===== config.mk =====
export PLATFORM = sky130hd
export DESIGN_NAME = key_filter
export DESIGN_NICKNAME = d
export VERILOG_FILES = /design/src/rtl/key_filter_pkg.sv /design/src/rtl/key_filter_ch.sv /design/src/rtl/key_filter.sv
export SDC_FILE = /design/constraint.sdc
export NUM_CORES = 1
export LEC_CHECK = 0
export BUFFER_PORTS_ARGS = -buffer_cell sky130_fd_sc_hd__buf_2
export CAP_MARGIN = 15
export CORE_MARGIN = 4
export CORE_UTILIZATION = 50
export CTS_BUF_LIST = sky130_fd_sc_hd__clkbuf_2 sky130_fd_sc_hd__clkbuf_4 sky130_fd_sc_hd__clkbuf_8
export CTS_CLUSTER_DIAMETER = 30
export DETAILED_ROUTE_END_ITERATION = 7
export PLACE_DENSITY = 0.8
export SLEW_MARGIN = 10
export SYNTH_ARGS = -nofsm -noshare
export SYNTH_HDL_FRONTEND = slang
export SYNTH_SLANG_ARGS = --single-unit

===== constraint.sdc =====
create_clock -name sys_clk -period 2.27 [get_ports sys_clk]
set_clock_uncertainty 0.2 [all_clocks]
set_input_delay 0.1135 -clock sys_clk [delete_from_list [all_inputs] [get_ports sys_clk]]
set_output_delay 0.1135 -clock sys_clk [all_outputs]
set_load 0.005 [all_outputs]

===== src/rtl/key_filter_pkg.sv =====
// key_filter_pkg: shared types and default constants for the push-button
// conditioning block (key_filter / key_filter_ch).
//   key_state_t      per-channel debounce FSM state
//   *_DEF constants  debounce / auto-repeat limits for a 100 MHz clock
//   cnt_width()      bit width of a counter that must reach a given max value
package key_filter_pkg;

  typedef enum logic [1:0] {
    IDLE,
    PRESS_CHK,
    HELD,
    REL_CHK
  } key_state_t;

  localparam int unsigned CNT_MAX_DEF     = 1_999_999;   // 20 ms
  localparam int unsigned RPT_DLY_MAX_DEF = 49_999_999;  // 500 ms
  localparam int unsigned RPT_PER_MAX_DEF = 9_999_999;   // 100 ms

  function automatic int unsigned cnt_width(input int unsigned max_val);
    return (max_val < 1) ? 1 : $clog2(max_val + 1);
  endfunction

endpackage


===== src/rtl/key_filter_ch.sv =====
// key_filter_ch: one push-button channel.
//   2-FF synchroniser, debounce FSM, registered 1-cycle press/release pulses,
//   toggle level flipped on every genuine press.
// Optional feature macro: KEY_AUTOREPEAT_EN (auto-repeat key_press while held).
// Ports:
//   sys_clk     in   system clock, rising edge
//   sys_rst_p   in   synchronous active-high reset
//   key_in      in   raw asynchronous pin
//   key_level   out  debounced level, 1 = pressed
//   key_press   out  1-cycle pulse on press (and each auto-repeat)
//   key_release out  1-cycle pulse on release
//   key_toggle  out  flips on every genuine press
module key_filter_ch
  import key_filter_pkg::*;
#(
  parameter logic        KEY_ACTIVE  = 1'b0,
  parameter int unsigned CNT_MAX     = CNT_MAX_DEF
`ifdef KEY_AUTOREPEAT_EN
  ,
  parameter int unsigned RPT_DLY_MAX = RPT_DLY_MAX_DEF,
  parameter int unsigned RPT_PER_MAX = RPT_PER_MAX_DEF
`endif
) (
  input  logic sys_clk,
  input  logic sys_rst_p,
  input  logic key_in,
  output logic key_level,
  output logic key_press,
  output logic key_release,
  output logic key_toggle
);

  localparam int unsigned CW = cnt_width(CNT_MAX);
  localparam logic [CW-1:0] CNT_LAST = CW'(CNT_MAX);
  localparam logic [CW-1:0] CNT_ONE  = CW'(1);

  logic          sync1, sync2;
  logic          s;
  key_state_t    state;
  logic [CW-1:0] cnt;

`ifdef KEY_AUTOREPEAT_EN
  localparam int unsigned RW = cnt_width((RPT_DLY_MAX > RPT_PER_MAX) ? RPT_DLY_MAX : RPT_PER_MAX);
  localparam logic [RW-1:0] DLY_LAST = RW'(RPT_DLY_MAX);
  localparam logic [RW-1:0] PER_LAST = RW'(RPT_PER_MAX);
  localparam logic [RW-1:0] RPT_ONE  = RW'(1);

  logic [RW-1:0] rpt;
  logic          rpt_period;  // 0: waiting initial delay, 1: periodic phase
`endif

  always_comb s = (sync2 == KEY_ACTIVE);

  always_ff @(posedge sys_clk) begin
    if (sys_rst_p) begin
      sync1       <= ~KEY_ACTIVE;
      sync2       <= ~KEY_ACTIVE;
      state       <= IDLE;
      cnt         <= '0;
      key_level   <= 1'b0;
      key_press   <= 1'b0;
      key_release <= 1'b0;
      key_toggle  <= 1'b0;
`ifdef KEY_AUTOREPEAT_EN
      rpt         <= '0;
      rpt_period  <= 1'b0;
`endif
    end else begin
      sync1       <= key_in;
      sync2       <= sync1;
      key_press   <= 1'b0;
      key_release <= 1'b0;
      case (state)
        IDLE: begin
          if (s) begin
            state <= PRESS_CHK;
            cnt   <= '0;
          end
        end
        PRESS_CHK: begin
          if (!s) begin
            state <= IDLE;
            cnt   <= '0;
          end else if (cnt == CNT_LAST) begin
            state      <= HELD;
            cnt        <= '0;
            key_level  <= 1'b1;
            key_press  <= 1'b1;
            key_toggle <= ~key_toggle;
`ifdef KEY_AUTOREPEAT_EN
            rpt        <= '0;
            rpt_period <= 1'b0;
`endif
          end else begin
            cnt <= cnt + CNT_ONE;
          end
        end
        HELD: begin
          if (!s) begin
            state <= REL_CHK;
            cnt   <= '0;
          end
`ifdef KEY_AUTOREPEAT_EN
          else if (rpt == (rpt_period ? PER_LAST : DLY_LAST)) begin
            key_press  <= 1'b1;
            rpt        <= '0;
            rpt_period <= 1'b1;
          end else begin
            rpt <= rpt + RPT_ONE;
          end
`endif
        end
        REL_CHK: begin
          // A bounce back to pressed resumes HELD with the repeat timer untouched.
          if (s) begin
            state <= HELD;
            cnt   <= '0;
          end else if (cnt == CNT_LAST) begin
            state       <= IDLE;
            cnt         <= '0;
            key_level   <= 1'b0;
            key_release <= 1'b1;
          end else begin
            cnt <= cnt + CNT_ONE;
          end
        end
        default: begin
          state <= IDLE;
          cnt   <= '0;
        end
      endcase
    end
  end

endmodule


===== src/rtl/key_filter.sv =====
// key_filter: conditions the raw push-buttons (set_time, set_hour, set_min)
// before the timekeeping block; one key_filter_ch per key.
// Optional feature macro: KEY_AUTOREPEAT_EN (auto-repeat while a key is held).
// Ports:
//   sys_clk     in   1        system clock, rising edge
//   sys_rst_p   in   1        synchronous active-high reset
//   key_in      in   KEY_NUM  raw asynchronous button pins
//   key_level   out  KEY_NUM  debounced level, 1 = pressed
//   key_press   out  KEY_NUM  1-cycle pulse on press (and each auto-repeat)
//   key_release out  KEY_NUM  1-cycle pulse on release
//   key_toggle  out  KEY_NUM  flips on every genuine press
module key_filter
  import key_filter_pkg::*;
#(
  parameter int unsigned KEY_NUM     = 3,
  parameter logic        KEY_ACTIVE  = 1'b0,
  parameter int unsigned CNT_MAX     = CNT_MAX_DEF,
  parameter int unsigned RPT_DLY_MAX = RPT_DLY_MAX_DEF,
  parameter int unsigned RPT_PER_MAX = RPT_PER_MAX_DEF
) (
  input  logic               sys_clk,
  input  logic               sys_rst_p,
  input  logic [KEY_NUM-1:0] key_in,
  output logic [KEY_NUM-1:0] key_level,
  output logic [KEY_NUM-1:0] key_press,
  output logic [KEY_NUM-1:0] key_release,
  output logic [KEY_NUM-1:0] key_toggle
);

  // Counter widths derive from these limits, so zero is not a usable value.
  if (KEY_NUM < 1 || CNT_MAX < 1 || RPT_DLY_MAX < 1 || RPT_PER_MAX < 1) begin : g_param_check
    $error("key_filter: KEY_NUM and all count limits must be at least 1");
  end

  for (genvar i = 0; i < KEY_NUM; i++) begin : g_ch
    key_filter_ch #(
      .KEY_ACTIVE  (KEY_ACTIVE),
      .CNT_MAX     (CNT_MAX)
`ifdef KEY_AUTOREPEAT_EN
      ,
      .RPT_DLY_MAX (RPT_DLY_MAX),
      .RPT_PER_MAX (RPT_PER_MAX)
`endif
    ) u_ch (
      .sys_clk     (sys_clk),
      .sys_rst_p   (sys_rst_p),
      .key_in      (key_in[i]),
      .key_level   (key_level[i]),
      .key_press   (key_press[i]),
      .key_release (key_release[i]),
      .key_toggle  (key_toggle[i])
    );
  end

endmodule

==> impl_metrics.yaml <==
setup_path:
  path_max_fanout: 6
  crit_chain: "or4b_2 -> nor3_4 -> buf_4 -> and3_4 -> nor2_1 -> a211oi_1"
  crit_buf_inv: 1
  startpoint: "g_ch[0].u_ch.cnt[7]"
  critical_path_class: "reg -> reg"
  cpMaxStageDelayCell: "or4b_2"
  critPathCaptureType: "flop"
  r2r-start: "g_ch[0].u_ch.cnt[7]"
  crit_path_start_kind: "flop"
  crit_required_ns: 2.34
  crit_family: "simple AND/OR/NAND/NOR gates"
  cp_slowest_stage_delay_ns: 0.72
  cp_data_arrival_time_ns: 2.27
placement:
  pre_cts_slack_ns: -0.0278
  place.gp.congestion: 0.891
  detailed_place_hpwl_um: 6890
  place_area_um2: 4680
  io_buffer_count: 16
drt:
  num_vias: 4035
  route.detailed.drc: 0
  ant_nets: 0
  wirelength_um: 9770
  vias_per_cell: 5.96
  dr.pass1.iters: 5
  drt_iter0_markers: 217
  wire_per_inst_um: 14.4
grt:
  grt_util_all_layers: 0.204
  overflow: 0
  grt_max_degree: 33
  grt_antenna_before_repair: 0
  grt_pass1_vias: 3870
  grt_pass1_wl_um: 17300
die:
  die_y_um: 101
  core-area_um2: 8300
  initial_utilization: 0.520
  ioPinCount: 17
  num_rows: 33
  die_w_um: 101
  dieArea_um2: 10200
timing:
  slew_headroom: 0.314
  fin_crit_sh: 0.969
  fin_ws_ns: 0.0715
  hold_ws_ns: 0.217
  tns_ns: 0
  finalCriticalPeriod_ns: 2.20
  finalSetupViolations: 0
  worst-slew-pin-transition_ns: 1.02
  timing.fmax_ghz: 0.455
  hold_viol_final: 0
  report.final.slew_viol_count: 0
  rsz0062_at_grt: "true"
yosys:
  synthFlopType: "dfxtp_1"
  syn_avg_cell_area_um2: 8.21
  syn-num-nets: 533
  yosysWarnings: 0
  synth_area_um2: 4310
  ys_async_sr_fraction: 0
  ys_seq_elements: 87
  syn_inst: 525
  synth_edf_count: 0
  synth-seq-area-share: 0.404
  synth.distinct_cells: 59
power_and_ir_drop:
  irDropWorstVdd_uv: 439
  power_density_nw_per_um2: 539
  power.leakage_nw: 1.78
cts:
  clk_latency_ns: 0.35
  cts.path.max_buffers: 2
  cts-root-buf: "clkbuf_8"
  clock-sinks: 87
  cts_tree: "done"
  cts.htree.levels: 3
  cts_buffers: 9
  clkTransAtPathRegs_ns: 0.09
cells_and_area:
  fin_util: 0.601
  fillers: 668
  syn_to_final_growth_pct: 15.7
  layout-drive-gt1-share: 0.184
  nets: 575
  final_area_um2: 4990
  n_antenna_cell: 0
min_path:
  min_path_type: "reg -> reg"
  hp-start: "g_ch[2].u_ch.sync1"
outcome:
  outcome: "complete, no violations"
run:
  maxCapViolCount: 0
==> timing repair <==
item,in CTS,in global routing
gates cloned,0,0
hold buffers,4,0
setup buffers,0,2
setup endpoints to repair,4,23
resized for setup,2,14
pin swaps,0,3
endpoints found under the hold margin,8,0
==> area by class of cell <==
class	instances	area, um2	share of cell area
clock inverter	6	50.0	0.0100
multi-input combinational	392	2410	0.483
sequential	87	1740	0.350
clock buffer	10	138	0.0276
timing repair buffer	62	460	0.0923
inverter	15	56.3	0.0113
tap	105	131	0.0263
==> power by group <==
part / switching [mW] / internal (mW)
clock network: 0.592 / 0.442
registers: 0.00860 / 1.54
logic: 0.0704 / 0.0397
==> path summary, 6_finish.rpt <==
kind / to / slack (ns) / depth (start not counted)
max: flop / 0.07 / 6
min: g_ch[2].u_ch.sync2 / 0.22 / 1
max reg2reg: flop / 0.07 / 6
min reg2reg: g_ch[2].u_ch.sync2 / 0.22 / 1
==> sequential cells by signal (all words and copies together), names as in the netlist, named ones only <==
register,flops
g_ch.u_ch.cnt,63
g_ch.u_ch.key_level,3
g_ch.u_ch.sync2,3
g_ch.u_ch.key_release,3
g_ch.u_ch.key_toggle,3
g_ch.u_ch.sync1,3
g_ch.u_ch.key_press,3
g_ch.u_ch.state,3
==> Yosys cell counts (all sizes together) (3+ instances only) <==
master	count	area, um2
dfxtp	87	1740
nand2	50	188
nor2	47	176
a21oi	37	185
nand3	37	198
a31oi	28	175
o21ai	26	130
buf	20	128
nand4	19	119
and3	18	115
nor3	16	90.1
inv	14	52.6
clkbuf	11	41.3
nor4	10	90.1
mux2i	9	90.1
a41oi	7	61.3
or3	7	43.8
or2	6	37.5
xnor2	6	52.6
a211oi	5	42.5
nand2b	5	31.3
nand3b	5	37.5
or4	5	37.5
or4b	5	53.8
xor2	5	43.8
a22oi	4	30.0
and4	4	35.0
a221o	3	30.0
ha	3	37.5
==> routing by layer <==
metal,vias to the layer above,global-route usage,routed length [um]
li1,2026,-,-
met1,1910,0.255,4540
met2,88,0.340,4720
met3,11,0.0519,408
met4,0,0.0705,108
met5,-,0,0
==> cell usage in the layout (no fill, tap or decap), types with 3 or more instances in the layout <==
cell	synthesis	final
ha_1	3	3
nor4_1	7	7
nand2b_1	5	5
a221o_1	3	3
nand4_1	19	19
and3_1	16	15
or4_1	5	4
and4_1	4	3
a21oi_1	37	36
o21ai_0	25	25
nand2_1	50	50
a41oi_1	7	7
or2_2	6	6
xnor2_1	6	6
nand3_1	36	36
nor3_2	2	3
nand3b_1	5	5
xor2_1	5	5
mux2i_1	9	9
inv_1	14	14
buf_4	12	40
buf_2	6	16
a22oi_1	4	4
dfxtp_1	87	85
nor2_1	47	46
clkbuf_8	0	10
or3_1	7	7
nor3_1	14	11
a31oi_1	28	28
dlygate4sd3_1	0	4
a211oi_1	4	4
inv_6	0	3
==> kinds of logic (layout without fill, tap and decap cells) <==
logic type,Yosys count,after routing,share of synthesized area
simple gates,242,242,0.305
compound gates,127,127,0.187
flops,87,87,0.404
buf+inv,46,93,0.0522
xor+xnor,11,11,0.0223
mux,9,9,0.0209
fa+ha+maj,3,3,0.00871
==> worst reg2reg max path: cells and delay by family (launching register included) <==
kind                   cells  cell delay (ns)
buffers and inverters      1             0.19
AND/OR/NAND/NOR            4             1.21
AO/OA/AOI/OAI              1             0.20
flip-flops                 1             0.32
==> through the flow <==
stage	std cells	total power, mW
after floorplan	525	1.65
after global placement	655	1.68
after detailed placement	655	1.68
after CTS	675	2.71
after global routing	677	2.78
final	677	2.69
(Power assumes the default switching activity.)
